### config.mk
export PLATFORM = sky130hd
export DESIGN_NAME = seq_divider
export DESIGN_NICKNAME = d
export VERILOG_FILES = /design/src/rtl/div_pkg.sv /design/src/rtl/div_step.sv /design/src/rtl/seq_divider.sv
export SDC_FILE = /design/constraint.sdc
export NUM_CORES = 1
export LEC_CHECK = 0
export ABC_CLOCK_PERIOD_IN_PS = 3700
export CORE_UTILIZATION = 45
export CTS_CLUSTER_DIAMETER = 120
export DETAILED_ROUTE_END_ITERATION = 8
export PLACE_DENSITY = 0.85
export SLEW_MARGIN = 25
export SYNTH_ARGS = -nofsm -noshare
export SYNTH_HDL_FRONTEND = slang
export SYNTH_HIERARCHICAL = 1
export SYNTH_SLANG_ARGS = --single-unit
### constraint.sdc
create_clock -name clk -period 3.7 [get_ports clk]
set_input_delay 0.555 -clock clk [delete_from_list [all_inputs] [get_ports clk]]
set_output_delay 0.555 -clock clk [all_outputs]
set_load 0.01 [all_outputs]
### src/rtl/div_pkg.sv
// Shared definitions for the sequential restoring divider: FSM state
// encoding, default operand width and the iteration-counter width helper.
package div_pkg;

  typedef enum logic [1:0] {IDLE, RUN, DONE} state_t;

  localparam int W_DEF = 4;

  // Bits needed to hold a count of 0..n-1 (never less than one bit).
  function automatic int clog2(input int n);
    int v;
    v = 1;
    while ((1 << v) < n) v++;
    return v;
  endfunction

endpackage

### src/rtl/div_step.sv
// One restoring-division step: shift the next dividend bit into the partial
// remainder, then subtract the divisor if it fits. The compare/subtract is
// W+1 bits wide so the shifted remainder never truncates.
module div_step #(
  parameter int W = 4
) (
  input  logic [W-1:0] i_r,
  input  logic         i_bit,
  input  logic [W-1:0] i_y,
  output logic [W-1:0] o_r,
  output logic         o_q
);

  logic [W:0] w_t;
  logic [W:0] w_sel;
  logic       w_unused_msb;

  assign w_t   = {i_r, i_bit};
  assign o_q   = (w_t >= {1'b0, i_y});
  assign w_sel = o_q ? (w_t - {1'b0, i_y}) : w_t;
  // The kept remainder is always below the divisor, so its MSB is zero.
  assign o_r          = w_sel[W-1:0];
  assign w_unused_msb = w_sel[W];

endmodule

### src/rtl/seq_divider.sv
// Sequential restoring divider: 2W-bit dividend x, W-bit divisor y, one
// quotient bit per clock, valid/ready on both sides. Divide-by-zero and
// quotient overflow finish in one cycle with q all ones and r zero.
// Optional macro SEQ_DIVIDER_SELFCHECK_EN adds a sticky q*y+r == x check.
module seq_divider
  import div_pkg::*;
#(
  parameter int W = W_DEF
) (
  input  logic           clk,
  input  logic           rst,
  input  logic           in_valid,
  output logic           in_ready,
  input  logic [2*W-1:0] x,
  input  logic [W-1:0]   y,
  output logic           out_valid,
  input  logic           out_ready,
  output logic [W-1:0]   q,
  output logic [W-1:0]   r,
  output logic           dz,
  output logic           ovf,
  output logic           chk_err
);

  localparam int CW = clog2(W);

  state_t         r_state;
  state_t         w_next;
  logic [W-1:0]   r_y;
  logic [W-1:0]   r_rem;
  logic [W-1:0]   r_d;
  logic [W-1:0]   r_q;
  logic [CW-1:0]  r_cnt;
  logic           r_dz;
  logic           r_ovf;
  logic           w_accept;
  logic [W-1:0]   w_x_hi;
  logic           w_is_dz;
  logic           w_is_ovf;
  logic [W-1:0]   w_step_r;
  logic           w_step_q;

  assign w_x_hi   = x[2*W-1:W];
  assign w_is_dz  = (y == '0);
  assign w_is_ovf = (w_x_hi >= y);

  div_step #(.W(W)) u_step (
    .i_r   (r_rem),
    .i_bit (r_d[W-1]),
    .i_y   (r_y),
    .o_r   (w_step_r),
    .o_q   (w_step_q)
  );

  // State register.
  always_ff @(posedge clk) begin
    if (rst) r_state <= IDLE;
    else     r_state <= w_next;
  end

  // Next-state and handshake outputs; handshakes depend on state only.
  always_comb begin
    w_next    = r_state;
    in_ready  = 1'b0;
    out_valid = 1'b0;
    w_accept  = 1'b0;
    case (r_state)
      IDLE: begin
        in_ready = 1'b1;
        if (in_valid) begin
          w_accept = 1'b1;
          w_next   = (w_is_dz || w_is_ovf) ? DONE : RUN;
        end
      end
      RUN: begin
        if (r_cnt == '0) w_next = DONE;
      end
      DONE: begin
        out_valid = 1'b1;
        if (out_ready) w_next = IDLE;
      end
      default: w_next = IDLE;
    endcase
  end

  // Operand capture on accept, then one restoring step per RUN cycle.
  always_ff @(posedge clk) begin
    if (rst) begin
      r_q   <= '0;
      r_rem <= '0;
      r_dz  <= 1'b0;
      r_ovf <= 1'b0;
      r_cnt <= '0;
    end else if (w_accept) begin
      r_y   <= y;
      r_d   <= x[W-1:0];
      r_cnt <= CW'(W-1);
      if (w_is_dz) begin
        r_dz  <= 1'b1;
        r_ovf <= 1'b0;
        r_q   <= '1;
        r_rem <= '0;
      end else if (w_is_ovf) begin
        r_dz  <= 1'b0;
        r_ovf <= 1'b1;
        r_q   <= '1;
        r_rem <= '0;
      end else begin
        r_dz  <= 1'b0;
        r_ovf <= 1'b0;
        r_rem <= w_x_hi;
      end
    end else if (r_state == RUN) begin
      r_rem <= w_step_r;
      r_q   <= {r_q[W-2:0], w_step_q};
      r_d   <= {r_d[W-2:0], 1'b0};
      if (r_cnt != '0) r_cnt <= r_cnt - CW'(1);
    end
  end

  assign q   = r_q;
  assign r   = r_rem;
  assign dz  = r_dz;
  assign ovf = r_ovf;

`ifdef SEQ_DIVIDER_SELFCHECK_EN
  logic [2*W-1:0] r_x;
  logic [2*W-1:0] w_recon;
  logic           r_chk_err;

  assign w_recon = ({{W{1'b0}}, r_q} * {{W{1'b0}}, r_y}) + {{W{1'b0}}, r_rem};

  // Keep the full dividend for reconstruction.
  always_ff @(posedge clk) begin
    if (w_accept) r_x <= x;
  end

  // Sticky flag: a non-flagged result that does not rebuild the dividend.
  always_ff @(posedge clk) begin
    if (rst) r_chk_err <= 1'b0;
    else if ((r_state == DONE) && !r_dz && !r_ovf && (w_recon != r_x))
      r_chk_err <= 1'b1;
  end

  assign chk_err = r_chk_err;
`else
  assign chk_err = 1'b0;
`endif

endmodule

# After elaboration in Yosys (flattened, before gate mapping)
# Cells that the tools add are included.
[totals]
regBits = 22
elab_cells = 57
input_bits = 16
[classes]
n_reduce_logical = 12
add_sub_neg = 2
bitwise_logic = 1
n_eq_ne = 6
n_lt_le_gt_ge = 2
muxes = 26
[ops]
columns = ["operator", "count"]
rows = [
  ["$mux 4", 11],
  ["$mux 2", 7],
  ["$reduce_and 2->1", 4],
  ["$mux 1", 7],
  ["$ne 2x2->1 const B", 3],
  ["$pmux 2 s3", 1],
  ["$reduce_bool 2->1", 3],
  ["$ge 5x4->1", 1],
  ["$ge 4x4->1", 1],
  ["$logic_not 2->1", 2],
  ["$logic_not 4->1", 1],
  ["$sub 4x4->4", 1],
  ["$ne 3x1->1 const B", 1],
  ["$reduce_and 3->1", 1],
  ["$eq 2x1->1 const B", 1],
  ["$eq 2x2->1 const B", 1],
  ["$sub 2x1->2 const B", 1],
  ["$logic_or 1x1->1", 1],
  ["$not 1->1", 1],
]

# Longest topological paths before layout
[logic_depth]
word_depth = 5
ltp_mapped = 8
ltp_nobuf = 8

# By module
# The synthesis kept the hierarchy.
[by_module_without_submodules]
columns = ["mod", "cells_per_inst", "seq_area_each_um2", "area_per_inst_um2", "n_inst"]
rows = [
  ["seq_divider", 104, 520.5, 1024.7, 1],
  ["div_step", 28, 0.0, 224.0, 1],
]

# Worst setup path before layout
# Ideal clock, no wire load.
[synth_timing]
path_type = "input port to flip-flop"
startpoint = "input y[3]"
endpoint = "register r_q[1] (netlist: q[1])"
required_time_ns = 3.605
path_slack_ns = 1.966
stages = 6
n_path_buf = 0
arrival_ns = 1.638
path_cell_list = "inv_1 -> ha_1 -> o211ai_1 -> o21a_1 -> a31o_4 -> a221oi_1"
[synth_between]
elab_chain_cells = 3
word_cells_on_any_way = 6
classes_between = "order compare: 1; eq/ne: 1; mux: 2; reduce/logical: 2"
[synth_rtl]
columns = ["item", "line_no", "source"]
rows = [
  ["from (decl)", "seq_divider.sv:15", "input logic [W-1:0] y,"],
  ["$ge 4x4->1 or $logic_not 4->1 (tied branches)", "seq_divider.sv:45, seq_divider.sv:44", ""],
  ["$ne 3x1->1 (no source line) or $mux 4 (tied branches)", "--", ""],
  ["$reduce_and 2->1 (no source line) or $mux 4 (tied branches)", "--", ""],
  ["to (signal assigned)", "seq_divider.sv:115", "r_q <= {r_q[W-2:0], w_step_q};"],
  ["to (decl)", "seq_divider.sv:32", "logic [W-1:0] r_q;"],
]
# Parallel ways exist; a longest one is shown, timed or not.
# A chain may end at the register's enable or synchronous reset.

# Worst setup path in the final report
[layout_timing]
startpoint = "input y[1]"
endpoint = "register r_q[1] (netlist: q[1])"
# The elaborated chain is that of the path after synthesis.

==> results.cfg <==
[sta]
tns_ns = 0
worst_slew_pin_slew_ns = 0.609
skew_ns = 0.00659
min_period_over_period = 0.570
hold_viol_final = 0
min_period_ns = 2.11
relSlewSlack = 0.593
rsz0062_at_grt = false
fmax_mhz = 474
maxSlewViolCount = 0
finalSetupViolations = 0

[critical_path]
crit_family = compound AO/OA/AOI/OAI gates
cp_slowest_cell = clkdlybuf4s50_1
crit_path_end_kind = flip-flop
startpoint_type = input pin
critPathKind = in2reg
max_stage_delay_ns = 0.52
cp.arrival_ns = 2.32
path_max_fanout = 8
critPathRequiredTime_ns = 3.91
path_cells = clkdlybuf4s50_1 -> inv_1 -> ha_1 -> o211ai_1 -> o21a_1 -> a31o_4 -> a221oi_1
cp_num_buf_inv = 2

[clocking]
cts_resized = 0
cts.sinks = 22
cts_buffer_depth = 2
cts_buffers = 3
htree_num_levels = 1
cts_hold_buf = 0
clk_root_buffer_cell = clkbuf_4
clkTransAtPathRegs_ns = 0.12
tritoncts = yes
postCtsSetupBuffers = 0
clk_latency_ns = 0.31

[status]
outcome = complete, no violations

[synth]
synthFlopType = dfxtp_1
async_reset_ff_frac = 0
yosys.cell_types.count = 41
yosysMostFrequentCell = inv_1
synth_common_cells = 16 x inv_1, 14 x dfxtp_1, 13 x nand2_1
yosys_warnings = 6
yosys.area.top_type = dfxtp_1
ys_seq_elements = 22
syn_area_per_cell_sq_um = 9.46
synth-edff-count = 8
syn_nets = 158
synth.cell_area_sq_um = 1250
yosys.area.top_type_share = 0.224
ys_seq_area_frac = 0.417
netlist_instances = 132
synth_area_leaders = dfxtp_1 22%, edfxtp_1 19%, ha_1 9.0%, inv_1 4.8%, a21oi_1 4.4%

[final_layout]
seq_area_sq_um = 520
stdcell_area_sq_um = 1560
area_delta_synth_final_pct = 25.2
fin_nets = 185
multi_input_area_sq_um = 634
insertedDiodeCount = 0
fill_cells = 218
post_route_cells_drive_above_1_share = 0.0886

[route]
detail_route.vias_per_cell = 5.49
first_iter_violations = 16
ant_nets = 0
wirelength_microns = 2660
wl_per_cell_microns = 14.1
dr.pass1.iters = 4
drc_errors = 0
num_vias = 1033

[grt]
grt_antenna_before_repair = 0
overflow = 0
gr-usage-all-layers = 0.219
grt_max_degree = 17
grt_pass1_vias = 1034
grt_pass1_wl_microns = 4650

[power]
total_power_mw = 0.623
pwr_density_cell_nw_per_um2 = 398
internal_power_mw = 0.434
p_sw_frac = 0.303
combPwrFrac = 0.316
power_leakage_nw = 0.637
ir_drop_v = 0.000357
clock_power_share = 0.214
seqPwrFrac = 0.470
p_switching_mw = 0.189

[floorplan]
die-area_sq_um = 2990
start_util = 0.491
core_sq_um = 2540
die_w_microns = 54.7
fp.dieH_microns = 54.7
io_pins = 29
core.rowCount = 18

[place]
routabilityCongestion = 0.837
portBuffers = 27
placed_cell_area_sq_um = 1530
dp_hpwl_microns = 2080

[run]
drv_cap = 0

[hold_path]
hold_class = reg2reg
[flip-flops by register name, indices dropped and copies added, names as in the netlist]
signal	flops
ovf	1
q	4
r_state	2
r_cnt	2
r_d	4
r_y	4
r	4
dz	1
[per-stage QoR]
step,instances,setup slack [ns],hold WS (ns),utilization
floorplan,132,1.97,0.481,-
global placement,184,1.35,0.446,0.600
detailed placement,184,1.26,0.455,0.600
CTS,188,1.59,0.472,0.614
global route,188,1.49,0.505,0.614
finish,188,1.59,0.466,0.614
[kinds of logic after synthesis]
logic type / after synthesis / share of synthesized area
other: 1 / 0.00300
buffers and inverters: 22 / 0.0752
muxes: 5 / 0.0451
xor gates and xnor gates: 2 / 0.0140
adders and majority gates: 10 / 0.106
DFF: 22 / 0.417
and+or+nand+nor: 43 / 0.176
AOI/OAI and AO/OA: 27 / 0.163
[layout by cell type (no fill, tap or decap), types with 4 or more instances in the layout]
master           instances
a21oi_1                 11
a22oi_1                  4
clkdlybuf4s50_1         27
dfxtp_1                 14
edfxtp_1                 8
ha_1                     9
inv_1                   16
nand2_1                 13
nand4_1                  5
nor2_1                  10
[layer usage]
metal  up-vias  wire, microns  GRT usage
li1        513              -          -
met1       469           1150      0.264
met2        43           1250      0.369
met3         8            175     0.0611
met4         0             76     0.0726
met5         -              0          0
[final timing paths]
kind         startpoint  endpoint  slack [ns]  cells past startpoint
max                y[1]      q[1]        1.59                      7
min                  dz        dz        0.47                      2
max reg2reg        r[1]      r[2]        1.85                      7
min reg2reg          dz        dz        0.47                      2
[power by group through the flow]
stage               logic [mW]  clock network [mW]  registers, mW
detailed placement       0.196                   0          0.298
finish                   0.197               0.133          0.293
CTS                      0.197               0.136          0.293
floorplan                0.120                   0          0.300
global route             0.220               0.144          0.296
global placement         0.187                   0          0.296
[area by class of cell]
class                   count  share of cell area
inverters                  17              0.0408
clock buffers               4              0.0232
flip-flops and latches     22               0.333
well taps                  30              0.0240
repair buffers             27               0.173
multi-input cells          88               0.406
[worst min-delay path: stages, from the launching register on]
cell and delay [ns]:
dfxtp_1 0.33, nand2_1 0.05, a21oi_1 0.05
(Power assumes the default switching activity.)
